File: src/rtl/mips_pkg.sv
// Shared constants for the MIPS data-memory stage: MMIO window base and
// register byte offsets, also used by firmware-facing testbenches.
package mips_pkg;

    localparam logic [31:0] IO_BASE_DEFAULT = 32'h8000_0000;

    localparam logic [7:0] MMIO_OUT    = 8'h00;
    localparam logic [7:0] MMIO_CYCLES = 8'h04;
    localparam logic [7:0] MMIO_STATUS = 8'h08;

    // Word slot of an MMIO byte offset, as decoded from addr[7:2].
    function automatic logic [5:0] mmio_slot(input logic [7:0] off);
        return off[7:2];
    endfunction

endpackage

File: src/rtl/dmem_ram.sv
// DEPTH x 32 data RAM: combinational read, synchronous write with enable.
// Contents are deliberately not reset.
module dmem_ram #(
    parameter int DEPTH = 64,
    localparam int AW   = $clog2(DEPTH)
) (
    input  logic          clk,
    input  logic          we,
    input  logic [AW-1:0] idx,
    input  logic [31:0]   wdata,
    output logic [31:0]   rdata
);

    logic [31:0] mem [DEPTH];

    always_ff @(posedge clk) begin
        if (we) mem[idx] <= wdata;
    end

    assign rdata = mem[idx];

endmodule

File: src/rtl/dmem_mmio.sv
// Data-memory stage with optional MMIO window (OUT, CYCLES, STATUS).
// Define DMEM_MMIO_EN to enable the window; otherwise all accesses hit RAM.
module dmem_mmio
    import mips_pkg::*;
#(
    parameter int          DEPTH   = 64,
    parameter logic [31:0] IO_BASE = IO_BASE_DEFAULT
) (
    input  logic        clk,
    input  logic        reset,
    input  logic        memWrite,
    input  logic [31:0] addr,
    input  logic [31:0] writeData,
    output logic [31:0] readData,
    output logic [31:0] ioOut,
    output logic        errFlag
);

    localparam int AW = $clog2(DEPTH);

    logic        aligned;
    logic        is_io;
    logic        ram_we;
    logic [31:0] ram_rdata;

    // Only addr[31] decodes the window; IO_BASE and the middle address bits are informational.
    logic unused_bits;
    assign unused_bits = ^{addr, IO_BASE};

    assign aligned = (addr[1:0] == 2'b00);
    // Gating with reset keeps a store on the reset edge out of the non-reset RAM.
    assign ram_we  = memWrite & aligned & ~is_io & reset;

    dmem_ram #(.DEPTH(DEPTH)) u_ram (
        .clk   (clk),
        .we    (ram_we),
        .idx   (addr[AW+1:2]),
        .wdata (writeData),
        .rdata (ram_rdata)
    );

`ifdef DMEM_MMIO_EN
    logic [5:0]  off;
    logic        io_we;
    logic [31:0] cycles;
    logic [31:0] io_q;
    logic        err_q;
    logic [31:0] io_rdata;

    assign is_io = addr[31];
    assign off   = addr[7:2];
    assign io_we = memWrite & aligned & is_io;

    always_ff @(posedge clk or negedge reset) begin
        if (!reset) begin
            cycles <= '0;
            io_q   <= '0;
        end else begin
            cycles <= cycles + 32'd1;
            if (io_we && off == mmio_slot(MMIO_OUT)) io_q <= writeData;
        end
    end

    // Set wins over clear; a misaligned STATUS write never reaches the clear anyway.
    always_ff @(posedge clk or negedge reset) begin
        if (!reset)                                                   err_q <= 1'b0;
        else if (memWrite && !aligned)                                err_q <= 1'b1;
        else if (io_we && off == mmio_slot(MMIO_STATUS) && writeData[0]) err_q <= 1'b0;
    end

    always_comb begin
        io_rdata = '0;
        case (off)
            mmio_slot(MMIO_OUT):    io_rdata = io_q;
            mmio_slot(MMIO_CYCLES): io_rdata = cycles;
            mmio_slot(MMIO_STATUS): io_rdata = {31'b0, err_q};
            default:                io_rdata = '0;
        endcase
    end

    assign readData = is_io ? io_rdata : ram_rdata;
    assign ioOut    = io_q;
    assign errFlag  = err_q;
`else
    logic err_q;

    assign is_io = 1'b0;

    always_ff @(posedge clk or negedge reset) begin
        if (!reset)                    err_q <= 1'b0;
        else if (memWrite && !aligned) err_q <= 1'b1;
    end

    assign readData = ram_rdata;
    assign ioOut    = '0;
    assign errFlag  = err_q;
`endif

endmodule

File: config.mk
export PLATFORM = sky130hd
export DESIGN_NAME = dmem_mmio
export DESIGN_NICKNAME = d
export VERILOG_FILES = /design/src/rtl/mips_pkg.sv /design/src/rtl/dmem_ram.sv /design/src/rtl/dmem_mmio.sv
export SDC_FILE = /design/constraint.sdc
export NUM_CORES = 2
export LEC_CHECK = 0
export CAP_MARGIN = 40
export CORE_UTILIZATION = 45
export DETAILED_ROUTE_END_ITERATION = 6
export SYNTH_ARGS = -nofsm -noshare
export SYNTH_HDL_FRONTEND = slang
export SYNTH_SLANG_ARGS = --single-unit
File: constraint.sdc
create_clock -name clk -period 3.3 [get_ports clk]
set_input_delay 0.66 -clock clk [delete_from_list [all_inputs] [get_ports clk]]
set_output_delay 0.66 -clock clk [all_outputs]
set_load 0.01 [all_outputs]
### Word level (Yosys, flattened, before mapping)

Memory sizes are Yosys's and may differ from the RTL's.
Index checks and enable logic that the tools add are counted.

* reductions and logical operators: 3
* mux-type cells: 2
* bitwise gates (word level): 2

Operators by type and width (count)
* 1-bit bitwise AND: 2
* 2-bit zero test: 1
* 1-bit 2-to-1 mux: 2
* 1-bit logical AND: 1
* 1-bit zero test: 1

* word-level logic and storage cells: 9
* bits in writable memories: 2048
* output and inout port bits: 65
* register bits after elaboration: 1
* input port bits: 67
* memories: 1

Memory list
* u_ram.mem: words 64, width 32, rd ports 1, clocked after memory_dff 0, wr ports 1, line dmem_ram.sv:14 `logic [31:0] mem [DEPTH];`

### Longest topological paths before layout

* depth after elaboration: 5
* mapped depth: 11
* gate-level depth less buffers: 6

### Cells and area by module

From an unflattened synthesis, not the netlist that was laid out.

* cells, all modules: 4245
* area total of the unflattened synthesis: 78581.6 um^2

Modules (own cells, without submodules)
* dmem_ram: area each 78287.6 um^2, sequential area each 61499.0 um^2, times used 1, cells each 4207
* dmem_mmio: area each 294.0 um^2, sequential area each 25.0 um^2, times used 1, cells each 38

### Worst setup path before layout

Ideal clock, no wire load.

* path type: in2reg
* start: in addr[4]
* end: mem u_ram.mem[11][0] (enable)
* data required time: 2.879 ns
* stages: 9
* setup time: 0.421 ns
* arrival time: 3.570 ns
* path slack: -0.691 ns
* buffers on the path: 6
* cells stage by stage: buf_4 -> buf_6 -> buf_6 -> buf_2 -> buf_2 -> buf_2 -> nor4_1 -> nand2_1 -> nor2_1

RTL lines
* start: declaration: line dmem_mmio.sv:12 `input logic [31:0] addr,`
* end: declaration: line dmem_ram.sv:14

No word-level cell before the write port.

### Final worst setup path

* start: in addr[2]
* end: out readData[23]

* cells in the longest elaborated chain, start to end: 1

Ends and longest elaborated chain
* memory read 64 x 32 bit
* end: declaration: line dmem_mmio.sv:14 `output logic [31:0] readData,`

No other way between the ends.

==> results.py <==
metrics = {
    "outcome": {
        "status": "complete, but fails checks",
        "violations": "negative setup slack",
    },
    "placed_design": {
        "place_hpwl_mm": 137,
        "globalplace.congestion": 0.863,
        "place_area_um2": 87400,
        "io_buffers": 75,
    },
    "detailed_routing": {
        "drcViolationCount": 0,
        "drtPass1Iterations": 5,
        "drt_iter0_markers": 5337,
        "drt_wl_total_mm": 230,
        "wl_per_cell_um": 30.7,
        "vias": 46100,
        "viasPerCell": 6.15,
        "antenna_left": 0,
    },
    "grt": {
        "grt_pass1_wl_mm": 321,
        "antenna_found_initial": 6,
        "grt_pass1_vias": 44700,
        "grt_max_degree": 65,
        "grt.overflow.total": 0,
        "grtUsageTotal": 0.256,
    },
    "critical_path": {
        "crit_path_max_fanout": 10,
        "criticalPathCategory": "input pin to output pin",
        "startpoint_type": "input pin",
        "ff2ff_path_depth": 1,
        "crit_arrival_ns": 3.14,
        "endpoint": "readData[23]",
        "critPathLaunch": "addr[2]",
        "rrSetupSlack_ns": 2.66,
        "timing.rr.end": "errFlag",
        "worstPathRequired_ns": 2.64,
        "r2r-start": "errFlag",
        "worstSetupEndpointType": "output pin",
    },
    "pwr": {
        "leakagePower_nw": 32.1,
        "powerDensity_nw_per_um2": 560,
        "p_seq_frac": 0.522,
        "ir_worst_vdd_mv": 0.615,
        "power.share.clock": 0.405,
        "p_sw_mw": 12.1,
        "swShare": 0.220,
        "p_comb_frac": 0.073,
        "p_int_mw": 42.9,
    },
    "sta": {
        "setup_viol": 32,
        "fin_skew_ns": 0,
        "tightest_slew_ns": 0.814,
        "timing.slew.headroom": 0.458,
        "grt_setup_unrepaired": "yes",
        "finalCriticalPeriod_ns": 3.80,
        "fin_ws_ns": -0.501,
        "period_share": 1.15,
        "slew_violations": 0,
        "setup_tns_ns": -9.67,
        "hold_viol": 0,
        "fmax_ghz": 0.263,
    },
    "yosys": {
        "synth_edf_count": 2048,
        "async_reset_ff_frac": 0.000488,
        "synth_seq_area_share": 0.785,
        "synth-seq-cells": 2049,
        "syn_avg_cell_area_um2": 18.0,
        "synth.distinct_cells": 52,
        "yosysWarnings": 0,
        "syn_inst": 4353,
        "mappedNetlistArea_um2": 78400,
        "synth-main-ff-cell": "edfxtp_1",
    },
    "layout": {
        "nNetsFinal": 5094,
        "final_area_um2": 98000,
        "fill_cells": 13000,
        "syn_to_final_growth_pct": 25.0,
        "layout-drive-gt1-share": 0.308,
    },
    "clock_tree": {
        "path_clk_slew_ns": 0.06,
        "insertion_delay_ns": 0.84,
        "cts.path.max_buffers": 3,
        "clkSinkCount": 2049,
        "cts_root_buf": "clkbuf_16",
        "htreeDepth": 4,
        "numCtsBuffers": 201,
        "cts_tree": "built",
    },
    "run": {
        "drv_cap": 0,
    },
    "floorplanning": {
        "die_h_um": 419,
        "dieArea_um2": 176000,
        "coreArea_um2": 172000,
        "start_util": 0.455,
        "std_cell_rows": 152,
        "die_x_um": 419,
        "pin_count": 132,
    },
    "hold_path": {
        "hold_path.class": "input pin to register",
        "min-delay-start": "writeData[3]",
        "min_path_cells": 1,
    },
}
==> final cells by class <==
class | instances | area (um^2) | share of cell area
flip-flops and latches | 2049 | 61500 | 0.628
multi-input cells | 1986 | 17800 | 0.182
repair buffers | 788 | 9440 | 0.0963
clock buffers | 258 | 5350 | 0.0546
well taps | 2310 | 2890 | 0.0295
clock inverters | 109 | 995 | 0.0101
diodes | 4 | 10.0 | 0.000102
inverters | 1 | 6.26 | 0.0000638
==> metal layers <==
metal  vias to the layer above  global-route usage  wire [um]  share of wire
li1                      19400                   -          -              -
met3                       392              0.0406      18500          0.080
met4                         2              0.0863       7540          0.033
met2                      2178               0.410     110000           0.48
met5                         -                   0         18       0.000078
met1                     24100               0.358      93900           0.41
==> through the flow <==
| stage | std cells | setup WS [ns] | hold slack [ns] | util | power, mW |
|---|---|---|---|---|---|
| 4_1_cts | 7454 | -0.508 | 0.00248 | 0.559 | 54.9 |
| 2_1_floorplan | 4384 | -0.509 | 0.364 | - | 30.7 |
| 3_3_place_gp | 6981 | -2.47 | 0.455 | 0.505 | 32.5 |
| 5_1_grt | 7501 | -0.459 | 0.0328 | 0.569 | 56.3 |
| 3_5_place_dp | 7002 | -1.54 | 0.457 | 0.507 | 32.6 |
| 6_report | 7505 | -0.501 | 0.0513 | 0.569 | 54.9 |
==> cell usage in the layout, fill, tap and decap left out, types with 111 or more instances in the layout <==
master     count
buf_12       187
a221oi_1     170
a221oi_2     113
a22oi_1      133
a22o_1       111
a21oi_1      220
mux2i_1      216
buf_4        416
nor2_1       128
clkbuf_16    219
o21ai_0      111
edfxtp_1    2048
==> state kept, by name, summed over array words and instances (netlist names) <==
signal     cells
u_ram.mem   2048
errFlag        1
==> how the worst min path moves through the flow <==
| stage | to |
|---|---|
| after floorplan | errFlag |
| after global placement | errFlag |
| after detailed placement | errFlag |
| after CTS | u_ram.mem[49][3] |
| after global routing | u_ram.mem[49][3] |
| final | u_ram.mem[49][3] |
==> repair_timing <==
action                                  in CTS  in global routing
hold buffers                                 1                  0
endpoints found under the hold margin        1                  0
pin swaps                                  100                128
gates cloned                                20                 13
resized for setup                          498                240
buffers inserted                            73                 49
endpoints found under the setup margin      32                 32
==> power by group through the flow <==
| stage | clock, mW | combinational [mW] | sequential, mW |
|---|---|---|---|
| after floorplan | 0 | 1.48 | 29.2 |
| after global placement | 0 | 3.27 | 29.2 |
| after detailed placement | 0 | 3.36 | 29.2 |
| after CTS | 22.5 | 3.76 | 28.7 |
| after global routing | 23.5 | 4.20 | 28.6 |
| final | 22.3 | 4.02 | 28.7 |
==> cell usage after synthesis, drive strengths merged (50+ instances only) <==
cell / count / area, um^2
nor2: 220 / 831
nand2: 50 / 188
buf: 199 / 1210
a22o: 111 / 972
a221oi: 294 / 2570
o21ai: 230 / 1150
o22ai: 59 / 369
edfxtp: 2048 / 61500
a21oi: 239 / 1200
a22oi: 187 / 1400
mux2i: 227 / 2270
clkbuf: 150 / 563
mux4: 99 / 2230
==> worst max-delay path, stage by stage <==
cell and delay (ns):
buf_16 0.15, buf_4 0.16, and3_1 0.22, buf_12 0.17, buf_4 0.16, a221oi_1 0.37
a21oi_2 0.18, a2111oi_4 0.56, buf_4 0.21, nand4_1 0.10, buf_2 0.18
==> kinds of logic (layout without fill, tap and decap cells) <==
group / count (synthesis) / after routing / share of synthesized area
buf+inv: 350 / 1156 / 0.0227
simple gates: 373 / 374 / 0.0216
other cells: 1 / 36 / 0.0000478
flops: 2049 / 2049 / 0.785
mux: 375 / 375 / 0.0645
compound gates: 1205 / 1205 / 0.106
Power figures use the tool's default switching activity.
